### config.mk
export PLATFORM = sky130hd
export DESIGN_NAME = apb_reg_completer
export DESIGN_NICKNAME = d
export VERILOG_FILES = /design/src/rtl/apb_pkg.sv /design/src/rtl/apb_phase_fsm.sv /design/src/rtl/apb_reg_completer.sv
export SDC_FILE = /design/constraint.sdc
export NUM_CORES = 1
export LEC_CHECK = 0
export BUFFER_PORTS_ARGS = -buffer_cell sky130_fd_sc_hd__buf_2
export CORE_UTILIZATION = 53
export DETAILED_ROUTE_END_ITERATION = 6
export PLACE_DENSITY = 0.76
export SLEW_MARGIN = 20
export SYNTH_ARGS = -nofsm -noshare
export SYNTH_HDL_FRONTEND = slang
export SYNTH_SLANG_ARGS = --single-unit
### constraint.sdc
create_clock -name pclk -period 3.2 [get_ports pclk]
set_input_delay 0.64 -clock pclk [delete_from_list [all_inputs] [get_ports pclk]]
set_output_delay 0.64 -clock pclk [all_outputs]
set_load 0.01 [all_outputs]
### src/rtl/apb_pkg.sv
// Shared definitions for the APB register completer: access phase encoding,
// register word indices and the layout of the statistics word.
package apb_pkg;

  // Phase of the APB transfer as seen by the completer.
  typedef enum logic [1:0] {
    IDLE   = 2'd0,
    SETUP  = 2'd1,
    ACCESS = 2'd2
  } apb_phase_e;

  // Word indices inside the register window.
  localparam int REG_ID    = 0;
  localparam int REG_STATS = 1;
  localparam int REG_CTRL  = 2;

  // Statistics word: write count in the low half, error count in the high half.
  localparam int STATS_WR_LSB  = 0;
  localparam int STATS_ERR_LSB = 16;
  localparam int STATS_CNT_W   = 16;

  // Assemble the statistics word from the two counters.
  function automatic logic [31:0] pack_stats(input logic [STATS_CNT_W-1:0] err_cnt,
                                             input logic [STATS_CNT_W-1:0] wr_cnt);
    logic [31:0] w_stats;
    w_stats = '0;
    w_stats[STATS_ERR_LSB +: STATS_CNT_W] = err_cnt;
    w_stats[STATS_WR_LSB  +: STATS_CNT_W] = wr_cnt;
    return w_stats;
  endfunction

endpackage

### src/rtl/apb_phase_fsm.sv
// APB phase tracker: follows IDLE/SETUP/ACCESS, remembers the setup-phase
// address and direction, and produces single-edge strobes for setup capture,
// clean commits and requester protocol errors.
module apb_phase_fsm
  import apb_pkg::*;
(
  input  logic        pclk,
  input  logic        presetn,
  input  logic [31:0] i_paddr,
  input  logic        i_psel,
  input  logic        i_penable,
  input  logic        i_pwrite,
  output logic        o_capture,  // this edge enters or stays in SETUP
  output logic        o_commit,   // this edge is a clean SETUP->ACCESS
  output logic        o_error     // this edge detects a protocol error
);

  apb_phase_e  r_state;
  apb_phase_e  w_next;
  logic [31:0] r_addr;
  logic        r_write;
  logic        w_mismatch;

  assign w_mismatch = (i_paddr != r_addr) || (i_pwrite != r_write);

  // Next-state decode and per-edge strobes.
  // NOTE: every output of this block gets a default first so no path leaves a
  // signal unassigned, which would otherwise infer a latch.
  always_comb begin
    w_next    = r_state;
    o_capture = 1'b0;
    o_commit  = 1'b0;
    o_error   = 1'b0;
    case (r_state)
      IDLE: begin
        if (i_psel && !i_penable) begin
          w_next    = SETUP;
          o_capture = 1'b1;
        end else if (i_psel && i_penable) begin
          o_error = 1'b1;  // access strobe with no setup phase
        end
      end
      SETUP: begin
        if (i_psel && i_penable) begin
          w_next = ACCESS;
          // A changed address or direction still completes the access phase,
          // but the transfer itself is discarded.
          if (w_mismatch) o_error  = 1'b1;
          else            o_commit = 1'b1;
        end else if (i_psel) begin
          o_error   = 1'b1;  // repeated setup: restart with the new values
          o_capture = 1'b1;
        end else begin
          o_error = 1'b1;    // requester abandoned the transfer
          w_next  = IDLE;
        end
      end
      ACCESS: begin
        if (!i_psel) begin
          w_next = IDLE;
        end else if (!i_penable) begin
          w_next    = SETUP;  // back-to-back transfer
          o_capture = 1'b1;
        end else begin
          o_error = 1'b1;     // extended access is not supported
          w_next  = IDLE;
        end
      end
      default: w_next = IDLE;
    endcase
  end

  // Phase register plus the setup-phase address/direction snapshot.
  // NOTE: sequential state uses non-blocking assignments so every flop in the
  // design samples pre-edge values regardless of block ordering.
  always_ff @(posedge pclk) begin
    if (!presetn) begin
      r_state <= IDLE;
      r_addr  <= '0;
      r_write <= 1'b0;
    end else begin
      r_state <= w_next;
      if (o_capture) begin
        r_addr  <= i_paddr;
        r_write <= i_pwrite;
      end
    end
  end

endmodule

### src/rtl/apb_reg_completer.sv
// APB completer exposing a small register window: a read-only ID word, a
// read-only statistics word and read/write registers, the first of which
// drives ctrl_o. Transfers always complete without wait states.
module apb_reg_completer
  import apb_pkg::*;
#(
  parameter int          NUM_REGS  = 8,
  parameter logic [31:0] BASE_ADDR = 32'h0000_0000,
  parameter logic [31:0] ID_VALUE  = 32'hA9B0_0001
) (
  input  logic        pclk,
  input  logic        presetn,
  input  logic [31:0] paddr,
  input  logic        psel,
  input  logic        penable,
  input  logic        pwrite,
  input  logic [31:0] pwdata,
  output logic [31:0] prdata,
  output logic [31:0] ctrl_o,
  output logic        proto_err_o
);

  localparam int                IDX_W     = $clog2(NUM_REGS);
  localparam logic [31:0]       WIN_MASK  = ~(32'(NUM_REGS * 4) - 32'd1);
  localparam logic [IDX_W-1:0]  IDX_ID    = IDX_W'(REG_ID);
  localparam logic [IDX_W-1:0]  IDX_STATS = IDX_W'(REG_STATS);
  localparam logic [IDX_W-1:0]  IDX_CTRL  = IDX_W'(REG_CTRL);

  // Address decode; the byte offset bits play no part in it.
  logic [IDX_W-1:0] w_idx;
  logic             w_hit;

  assign w_idx = paddr[IDX_W+1:2];
  assign w_hit = (paddr & WIN_MASK) == BASE_ADDR;

  // Phase tracking and transfer strobes.
  logic w_capture;
  logic w_commit;
  logic w_error;

  apb_phase_fsm u_phase_fsm (
    .pclk      (pclk),
    .presetn   (presetn),
    .i_paddr   (paddr),
    .i_psel    (psel),
    .i_penable (penable),
    .i_pwrite  (pwrite),
    .o_capture (w_capture),
    .o_commit  (w_commit),
    .o_error   (w_error)
  );

  // Write-side qualification of a clean commit.
  logic w_wr_commit;
  logic w_clear_cnt;
  logic w_reg_wr;

  assign w_wr_commit = w_commit && pwrite && w_hit;
  assign w_clear_cnt = w_wr_commit && (w_idx == IDX_STATS);
  assign w_reg_wr    = w_wr_commit && (w_idx >= IDX_CTRL);

  // Storage. Words 0 and 1 are never written; their slots only keep the
  // array indexable by the raw word index.
  logic [31:0]            r_regs [NUM_REGS];
  logic [STATS_CNT_W-1:0] r_wr_cnt;
  logic [STATS_CNT_W-1:0] r_err_cnt;
  logic [31:0]            r_prdata;
  logic                   r_proto_err;
  logic [31:0]            w_rd_value;

  // Read data for the word addressed this cycle; misses read as zero.
  always_comb begin
    w_rd_value = '0;
    if (w_hit) begin
      case (w_idx)
        IDX_ID:    w_rd_value = ID_VALUE;
        IDX_STATS: w_rd_value = pack_stats(r_err_cnt, r_wr_cnt);
        default:   w_rd_value = r_regs[w_idx];
      endcase
    end
  end

  // Read/write register file.
  // NOTE: the register array is reset explicitly because word 2 is visible on
  // ctrl_o straight out of reset and reads must return zero, not garbage.
  always_ff @(posedge pclk) begin
    if (!presetn) begin
      for (int i = 0; i < NUM_REGS; i++) r_regs[i] <= '0;
    end else if (w_reg_wr) begin
      r_regs[w_idx] <= pwdata;
    end
  end

  // Write counter (wrapping) and error counter (saturating); a statistics
  // write clears both and can never coincide with an error.
  always_ff @(posedge pclk) begin
    if (!presetn) begin
      r_wr_cnt  <= '0;
      r_err_cnt <= '0;
    end else if (w_clear_cnt) begin
      r_wr_cnt  <= '0;
      r_err_cnt <= '0;
    end else begin
      if (w_reg_wr) r_wr_cnt <= r_wr_cnt + 1'b1;
      if (w_error && (r_err_cnt != '1)) r_err_cnt <= r_err_cnt + 1'b1;
    end
  end

  // Read data is loaded at read setup and held until the next read setup.
  always_ff @(posedge pclk) begin
    if (!presetn) begin
      r_prdata <= '0;
    end else if (w_capture && !pwrite) begin
      r_prdata <= w_rd_value;
    end
  end

  // One-cycle protocol error pulse following the offending edge.
  always_ff @(posedge pclk) begin
    if (!presetn) r_proto_err <= 1'b0;
    else          r_proto_err <= w_error;
  end

  assign prdata      = r_prdata;
  assign ctrl_o      = r_regs[REG_CTRL];
  assign proto_err_o = r_proto_err;

endmodule

Word-level counts from Yosys, hierarchy flattened
Memories as Yosys holds them, arrays and structs flattened.
Cells that the tools add are included.
- input port bits: 69
- register bits after elaboration: 100
- word-level logic and storage cells: 68
- output and inout bits: 65
- memory bits (writable): 256
- memories kept: 1
- memory list (memory ; depth ; width ; read ports ; clocked after memory_dff ; wr ports ; line ; RTL):
    r_regs ; 8 ; 32 ; 2 ; 0 ; 8 ; apb_reg_completer.sv:64 ; logic [31:0] r_regs [NUM_REGS];
- muxes and demuxes: 31
- reductions and logical operators: 17
- $add $sub $neg: 2
- bitwise operators: 1
- $lt $le $gt $ge: 1
- eq/ne operators: 8
- operators with widths (cell ; number):
    32-bit 2-to-1 mux ; 2
    32-bit case mux with 2 select lines ; 1
    16-bit by 1-bit adder with 16-bit output, second input constant ; 2
    32-bit zero test ; 1
    32-bit inequality test ; 1
    32-bit OR reduction ; 1
    1-bit 2-to-1 mux ; 20
    16-bit inequality test, second input constant ; 1
    1-bit logical AND ; 8
    2-bit 2-to-1 mux ; 4
    1-bit case mux with 3 select lines ; 2
    2-bit case mux with 3 select lines ; 1
    3-bit by 1-bit equality test with 1-bit output, second input constant ; 1
    3-bit by 2-bit >= comparator with 1-bit output, second input constant ; 1
    3-bit zero test ; 1
    3-bit 2-to-1 mux ; 1
    3-bit by 2-bit inequality test with 1-bit output, second input constant ; 1
    2-bit by 1-bit equality test with 1-bit output, second input constant ; 1
    2-bit equality test, second input constant ; 1
    1-bit zero test ; 2
    2-bit zero test ; 1
    2-bit by 1-bit inequality test with 1-bit output, second input constant ; 1
    2-bit AND reduction ; 1
    2-bit OR reduction ; 1
    3 further kinds ; 3

Logic depth before layout (Yosys ltp)
Gate-level depths: netlist of run 1.
- depth after elaboration: 13
- gate-level depth with buffers: 10
- gate-level depth less buffers: 8

By module
From an unflattened synthesis of run 1, not the netlist that was laid out.
- cells, all modules: 1196
- area, all modules: 13331.5 um^2
- by module, submodules not included (module ; instances ; seq. area each (um^2) ; area each (um^2) ; cells an instance):
    apb_reg_completer ; 1 ; 7066.8 ; 11727.5 ; 994
    apb_phase_fsm ; 1 ; 700.7 ; 1604.0 ; 202

Worst setup path after synthesis of run 1
Ideal clock, no wire load.
- path type: input to register
- start point: in paddr[2]
- end point: mem r_regs[5][0] (enable)
- slack: -137 ps
- stages: 9
- library setup time: 394 ps
- path buffers: 2
- arrival time: 2943 ps
- required time: 2806 ps
- cell sequence: buf_6 xor2_1 nor4b_2 and4_1 and4_4 o21ai_2 buf_6 nor3_2 nand2b_1
- RTL lines (item ; line ; RTL):
    from (decl) ; apb_reg_completer.sv:13 ; input logic [31:0] paddr,
    to (decl) ; apb_reg_completer.sv:64 ;

==> results of run 1 <==
## cells in the final DEF, fill, tap and decap left out, types with 6 or more instances in the layout
cell       synthesis  final
xor2_1            33     33
nand3b_1           7      7
buf_2              7    131
buf_12             0      7
edfxtp_1         192    192
nand3_1            9      9
xnor2_1           11     11
o31ai_1           10     10
o21ai_0           36     36
clkbuf_1          54      8
inv_1             25     25
clkbuf_16          0     31
o32ai_1           15     15
mux2_2             8      8
clkinv_1           1      6
mux4_2            30     30
nand2_1          127    127
and2_1           194    194
nor2_1            32     31
dfxtp_1          100    100
nand4_1           14     14
and3_1             6      6
nor4_1            23     23
mux2i_1           59     59
or4_1             12     12
a211oi_1          11     11
buf_4              0     35
a21oi_1           76     76
## logic make-up after synthesis
logic type,count (synthesis),synth area share (%)
buffers and inverters,95,2.82
XOR/XNOR,44,2.86
multiplexers,97,10.1
AO/OA/AOI/OAI,167,7.40
flip-flops,292,57.7
adder cells (fa/ha/maj),2,0.186
AND/OR/NAND/NOR,459,19.0
## final timing paths
| kind | slack [ns] | depth (start not counted) | to |
|---|---|---|---|
| setup / recovery | 0.61 | 8 | r_regs[6][12] |
| hold / removal | 0.35 | 3 | u_phase_fsm.r_addr[1] |
| setup reg to reg | 0.61 | 8 | r_regs[6][12] |
| hold reg to reg | 0.45 | 2 | prdata[21] |
## worst reg2reg max path: cells and delay by family (launching register included)
family,cells,cell delay (ns)
xor gates and xnor gates,1,0.27
buffers and inverters,2,0.54
DFF,1,0.32
and+or+nand+nor,5,1.12
## cell type report
cell class	instances	area, um^2	area share [%]
Sequential cell	292	7770	49.6
Multi-Input combinational cell	769	5360	34.2
Timing Repair Buffer	173	1060	6.75
Clock buffer	41	833	5.32
Tap cell	324	405	2.59
Clock inverter	14	145	0.926
Inverter	26	97.6	0.623
Antenna cell	2	5.00	0.0319
## per-stage QoR
stage / std cells / setup WS [ns]
after floorplan: 1156 / 0.0225
after global placement: 1584 / 0.197
after detailed placement: 1584 / 0.148
after CTS: 1639 / 0.629
after global routing: 1639 / 0.487
final: 1641 / 0.605
## sequential cells by signal (all words and copies together) (netlist names)
register             flops
prdata                  32
proto_err_o              1
r_err_cnt               16
r_regs                 192
r_wr_cnt                16
u_phase_fsm.r_addr      32
u_phase_fsm.r_state      2
u_phase_fsm.r_write      1
## power breakdown
group / leakage [nW] / internal [mW] / switching (mW) / total, mW
Clock: 0.476 / 2.05 / 1.42 / 3.47
Sequential: 2.63 / 4.15 / 0.0600 / 4.21
Combinational: 2.86 / 0.255 / 0.402 / 0.656
Total: 5.97 / 6.46 / 1.88 / 8.34
## per-layer routing
metal	GRT usage, %	vias up	part of all wire [%]
met1	36.4	4686	43
li1	-	4454	-
met2	43.4	373	48
met4	9.13	2	2.6
met3	3.67	73	6.5
met5	0	-	0.032
==> summary.txt, run 1 <==
Area of the die -> 26100 um^2
Post-place instance area -> 14700 um^2
F_max -> 385 MHz
CP delay by family, top -> simple AND/OR/NAND/NOR gates
Hpwl dp -> 22100 um
Setup TNS -> 0 ns
Layout Skew -> 0.0102 ns
First-iteration detailed-routing DRC count -> 939
Worst r2r src -> u_phase_fsm.r_addr[11]
Crit-path cells -> xnor2_1 > nor4b_2 > and4_1 > nand4_1 > buf_4 > nor4_4 > nand2b_1 > buf_4
Routed vias -> 9588
Die width -> 161 um
Synth async-reset ratio -> 0%
Ys Warns -> 0
Port bufs -> 133
# IOs -> 134
Area share of the largest cell type after synthesis -> 42.8%
CTS H-tree depth -> 1
CP max stage cell -> dfxtp_1
Synth Flop Type -> edfxtp_1
Global Route Usage Sum -> 26.5%
Post-layout net count -> 1363
Unrepaired setup endpoints after global routing -> no
Crit path launch type -> register
Root Driver -> clkbuf_16
Pre-antenna DRT Iters -> 5
Routed Antenna Nets -> 0
Synthesized instance count -> 1156
Worst-path clk slew -> 0.06 ns
Clk Latency, worst-skew pair -> 0.55 ns
Sequential element share of the synthesized area -> 57.7%
Site Rows -> 57
Hold WS -> 0.345 ns
CP startpoint -> u_phase_fsm.r_addr[11]
Final Util -> 63.7%
CTS tree -> done
CTS Sinks -> 292
Layout area overhead -> 16.4%
Core area -> 24600 um^2
RePlAce Congestion -> 0.907
Crit path max fanout -> 16
Synth Area per Inst -> 11.7 um^2
Crit path DAT -> 2.82 ns
Critical path capture point type -> register
Post-DR vias/cell -> 5.84
Max-capacitance violation count -> 0
Peak VDD IR -> 448 uV
CTS resizes -> 0
LEAKAGE -> 5.97 nW
DIE HEIGHT -> 161 um
WL/cell -> 20.8 um
Post-synth EDFFs -> 192
Minimum clock period -> 2.59 ns
DRC -> 0
Final Instance Area -> 15700 um^2
Final worst-path cycle share -> 81.1%
Worst Tran Pin Value -> 0.758 ns
Vias in the first global route -> 9556
GRT overflow -> 0
Largest net degree at the start of global routing -> 84
Dominant cell type by area after synthesis -> edfxtp_1
TritonCTS buffer count -> 30
Share of cells above drive strength 1 -> 20.7%
Pins Over Slew Limit -> 0
Pwr Total -> 8.34 mW
Power per Cell Area -> 532 nW/um^2
Post-CTS setup buffers -> 0
Most common cell in the netlist -> and2_1
Syn Std Cell Area -> 13500 um^2
Largest cells by area after synthesis -> edfxtp_1, dfxtp_1, and2_1
Clock Path Buffers -> 3
Worst path bufs/invs -> 2
Post-synthesis cell type count -> 53
Hold_buf cts -> 0
Worst path required time -> 3.43 ns
Most numerous cell on the critical path -> buf_4
Final setup fails -> 0
Count of final hold-check violations -> 0
Slew HR -> 49.4%
Initial antenna violation count -> 2
Fillcell total -> 1904
Synthesis-stage register bit count -> 292
Post-Route WL -> 34100 um
CP max stage delay -> 0.32 ns
Synth cell count leaders -> and2_1, edfxtp_1, nand2_1
Hold Path Origin -> paddr[1]
First-pass GRT wire length -> 53000 um
Outcome -> finished, final reports clean
Min-delay worst type -> in -> reg
Critical path type -> reg -> reg
Post-synth net total -> 1227
Starting Density -> 54.7%
Power figures use the tool's default switching activity.
==> run 2: changes to the inputs <==
Clock period 3.2 ns to 2.37 ns, I/O delays scaled along.
==> run 2 against run 1 <==
  * The run now ends with negative setup slack left
  * Routed wire length is 4.1% higher
  * Combinational power is 59% higher
  * Clock-buffer cell count is 3 lower
  * Register-to-register slack worse by 0.68 ns
  * Sequential share of layout area is 3.2 points lower
  * Critical path depth is 1 higher
  * Clock power is 32% higher
  * Die area stayed put
  * Critical path type unchanged
  * Critical endpoint is now r_regs[7][28]
==> summary.txt, run 2 (synthesis results as in run 1) <==
Sw frac -> 23.3% (was 22.5%)
Post-layout net count -> 1447 (was 1363)
Power per Cell Area -> 675 nW/um^2 (was 532 nW/um^2)
Initial antenna violation count -> 0 (was 2)
Pwr Total -> 11.3 mW (was 8.34 mW)
Most common cell after layout, fill and taps aside -> and2_1 (unchanged)
Switching pwr -> 2.63 mW (was 1.88 mW)
Worst Tran Pin Value -> 0.636 ns (was 0.758 ns)
Part of the power in registers -> 50.4% (was 50.5%)
Core area -> 24600 um^2 (unchanged)
Clk Latency, worst-skew pair -> 0.55 ns (about the same)
F_max -> 409 MHz (was 385 MHz)
Area of the die -> 26100 um^2 (unchanged)
Unrepaired setup endpoints after global routing -> yes (was no)
Hold WS -> 0.188 ns (was 0.345 ns)
Reg with most FFs -> r_regs (unchanged)
LEAKAGE -> 6.49 nW (was 5.97 nW)
Layout Skew -> 0.0110 ns (was 0.0102 ns)
Layout area overhead -> 24.4% (was 16.4%)
Outcome -> finished, violations left (was finished, final reports clean)
Count of final hold-check violations -> 0 (unchanged)
Met1 Resource Use GR -> 35.2% (was 36.4%)
RePlAce Congestion -> 0.869 (was 0.907)
Internal power -> 8.68 mW (was 6.46 mW)
CTS tree -> done (unchanged)
M2 GR Usage -> 46.2% (was 43.4%)
Peak VDD IR -> 679 uV (was 448 uV)
Worst-path clk slew -> 0.06 ns (about the same)
Min-delay worst type -> in -> reg (unchanged)
TritonCTS buffer count -> 31 (was 30)
DRC -> 0 (unchanged)
GR Util met3 -> 2.95% (was 3.67%)
Critical path capture point type -> register (unchanged)
Crit path DAT -> 2.70 ns (was 2.82 ns)
Hold_buf cts -> 0 (unchanged)
Site Rows -> 57 (unchanged)
Crit path launch type -> register (unchanged)
Clock network fraction of total power -> 40.4% (was 41.6%)
Fillcell total -> 1757 (was 1904)
Routed vias -> 9977 (was 9588)
Clock Path Buffers -> 3 (unchanged)
CTS H-tree depth -> 1 (unchanged)
Vias in the first global route -> 9844 (was 9556)
Starting Density -> 54.7% (unchanged)
Port bufs -> 133 (unchanged)
# IOs -> 134 (unchanged)
CTS Sinks -> 292 (unchanged)
Post-Route WL -> 35500 um (was 34100 um)
Worst path required time -> 2.62 ns (was 3.43 ns)
Final setup fails -> 139 (was 0)
Pre-antenna DRT Iters -> 5 (unchanged)
Slew HR -> 57.2% (was 49.4%)
WL/cell -> 20.6 um (was 20.8 um)
Commonest non-fill, non-tap cells in the layout -> and2_1, edfxtp_1, buf_2, nand2_1, dfxtp_1 (unchanged)
Share of cells above drive strength 1 -> 28.1% (was 20.7%)
Minimum clock period -> 2.44 ns (was 2.59 ns)
Global Route Usage Sum -> 26.7% (was 26.5%)
Max-capacitance violation count -> 0 (unchanged)
Largest net degree at the start of global routing -> 83 (was 84)
Gate power share -> 9.2% (was 7.9%)
Final worst-path cycle share -> 103% (was 81.1%)
Violated checks -> negative setup slack
First-iteration detailed-routing DRC count -> 892 (was 939)
Root Driver -> clkbuf_16 (unchanged)
Critical path type -> reg -> reg (unchanged)
Post-DR vias/cell -> 5.79 (was 5.84)
Post-place instance area -> 15400 um^2 (was 14700 um^2)
GRT overflow -> 0 (unchanged)
First-pass GRT wire length -> 53600 um (was 53000 um)
Setup ws final -> -0.0726 ns (was 0.605 ns)
Final Instance Area -> 16800 um^2 (was 15700 um^2)
Hpwl dp -> 23200 um (was 22100 um)
Routed Antenna Nets -> 0 (unchanged)
Die width -> 161 um (unchanged)
Largest register FFs -> 192 (unchanged)
Crit path max fanout -> 15 (was 16)
ANT cells -> 0 (was 2)
Pins Over Slew Limit -> 0 (unchanged)
Top Usage Layer GRT -> met2 (unchanged)
DIE HEIGHT -> 161 um (unchanged)
[run 2: changes by cell type in the layout (fill, tap and decap cells not counted), moves of 6 or more]
| cell | previous run | this run |
|---|---|---|
| dfxtp_2 | 0 | 6 |
| nand2b_4 | 0 | 6 |
| dfxtp_1 | 100 | 94 |
| buf_4 | 35 | 92 |
| xor2_1 | 33 | 24 |
| buf_12 | 7 | 19 |
| xor2_2 | 0 | 9 |
| buf_6 | 0 | 11 |
[run 2: what timing repair did]
| action | in CTS | in global routing |
|---|---|---|
| endpoints found under the hold margin | 0 | 0 |
| buffers inserted | 3 | 7 |
| resized for setup | 6 | 44 |
| pin swaps | 4 | 14 |
| cloned | 0 | 3 |
| setup endpoints to repair | 209 | 356 |
[run 2: per-layer routing]
metal / up-vias / share of wire (%)
met2: 359 / 50
met4: 0 / 2.3
li1: 4613 / -
met1: 4950 / 42
met3: 55 / 6.5
met5: - / 0
[run 2: path summary, 6_finish.rpt]
path                            depth (start not counted)  slack, ns                  start                      to
worst max-delay path                                    9      -0.07  u_phase_fsm.r_addr[3]           r_regs[7][28]
worst min-delay path                                    3       0.19              paddr[23]  u_phase_fsm.r_addr[23]
worst max register to register                          9      -0.07  u_phase_fsm.r_addr[3]           r_regs[7][28]
worst min register to register                          2       0.45              prdata[9]               prdata[9]
[run 2: worst max-delay path, stage by stage, from the launching register on]
cell      delay (ns)
dfxtp_2         0.33
xor2_2          0.19
nor4_2          0.30
and4_1          0.29
buf_4           0.13
nand4_1         0.11
buf_6           0.16
nor4_4          0.20
nand2b_4        0.25
buf_12          0.18
[run 2: cell type report]
type                       count  area (um^2)  share of cell area, %
sequential                   292         7770                   46.4
tap                          324          405                   2.42
inverter                      26         97.6                  0.583
timing repair buffer         256         1920                   11.5
clock buffer                  38          802                   4.79
multi-input combinational    769         5600                   33.4
clock inverter                19          154                  0.919
[run 2: metrics by stage]
stage | setup TNS (ns) | util [%] | cells | setup slack (ns)
floorplan | -20.88 | - | 1156 | -0.132
global placement | -170.01 | 62.7 | 1654 | -0.527
detailed placement | -162.46 | 62.7 | 1654 | -0.513
CTS | -0.0908 | 66.8 | 1714 | -0.0108
global route | -17.82 | 68.1 | 1724 | -0.143
finish | -3.40 | 68.1 | 1724 | -0.0726
[run 2: power by group through the flow]
stage	sequential, mW	combinational, mW	clock [mW]
final	5.70	1.04	4.57
after global routing	5.71	1.11	4.81
after CTS	5.69	1.00	4.62
after detailed placement	5.80	0.995	0
after global placement	5.79	0.972	0
after floorplan	5.78	0.510	0
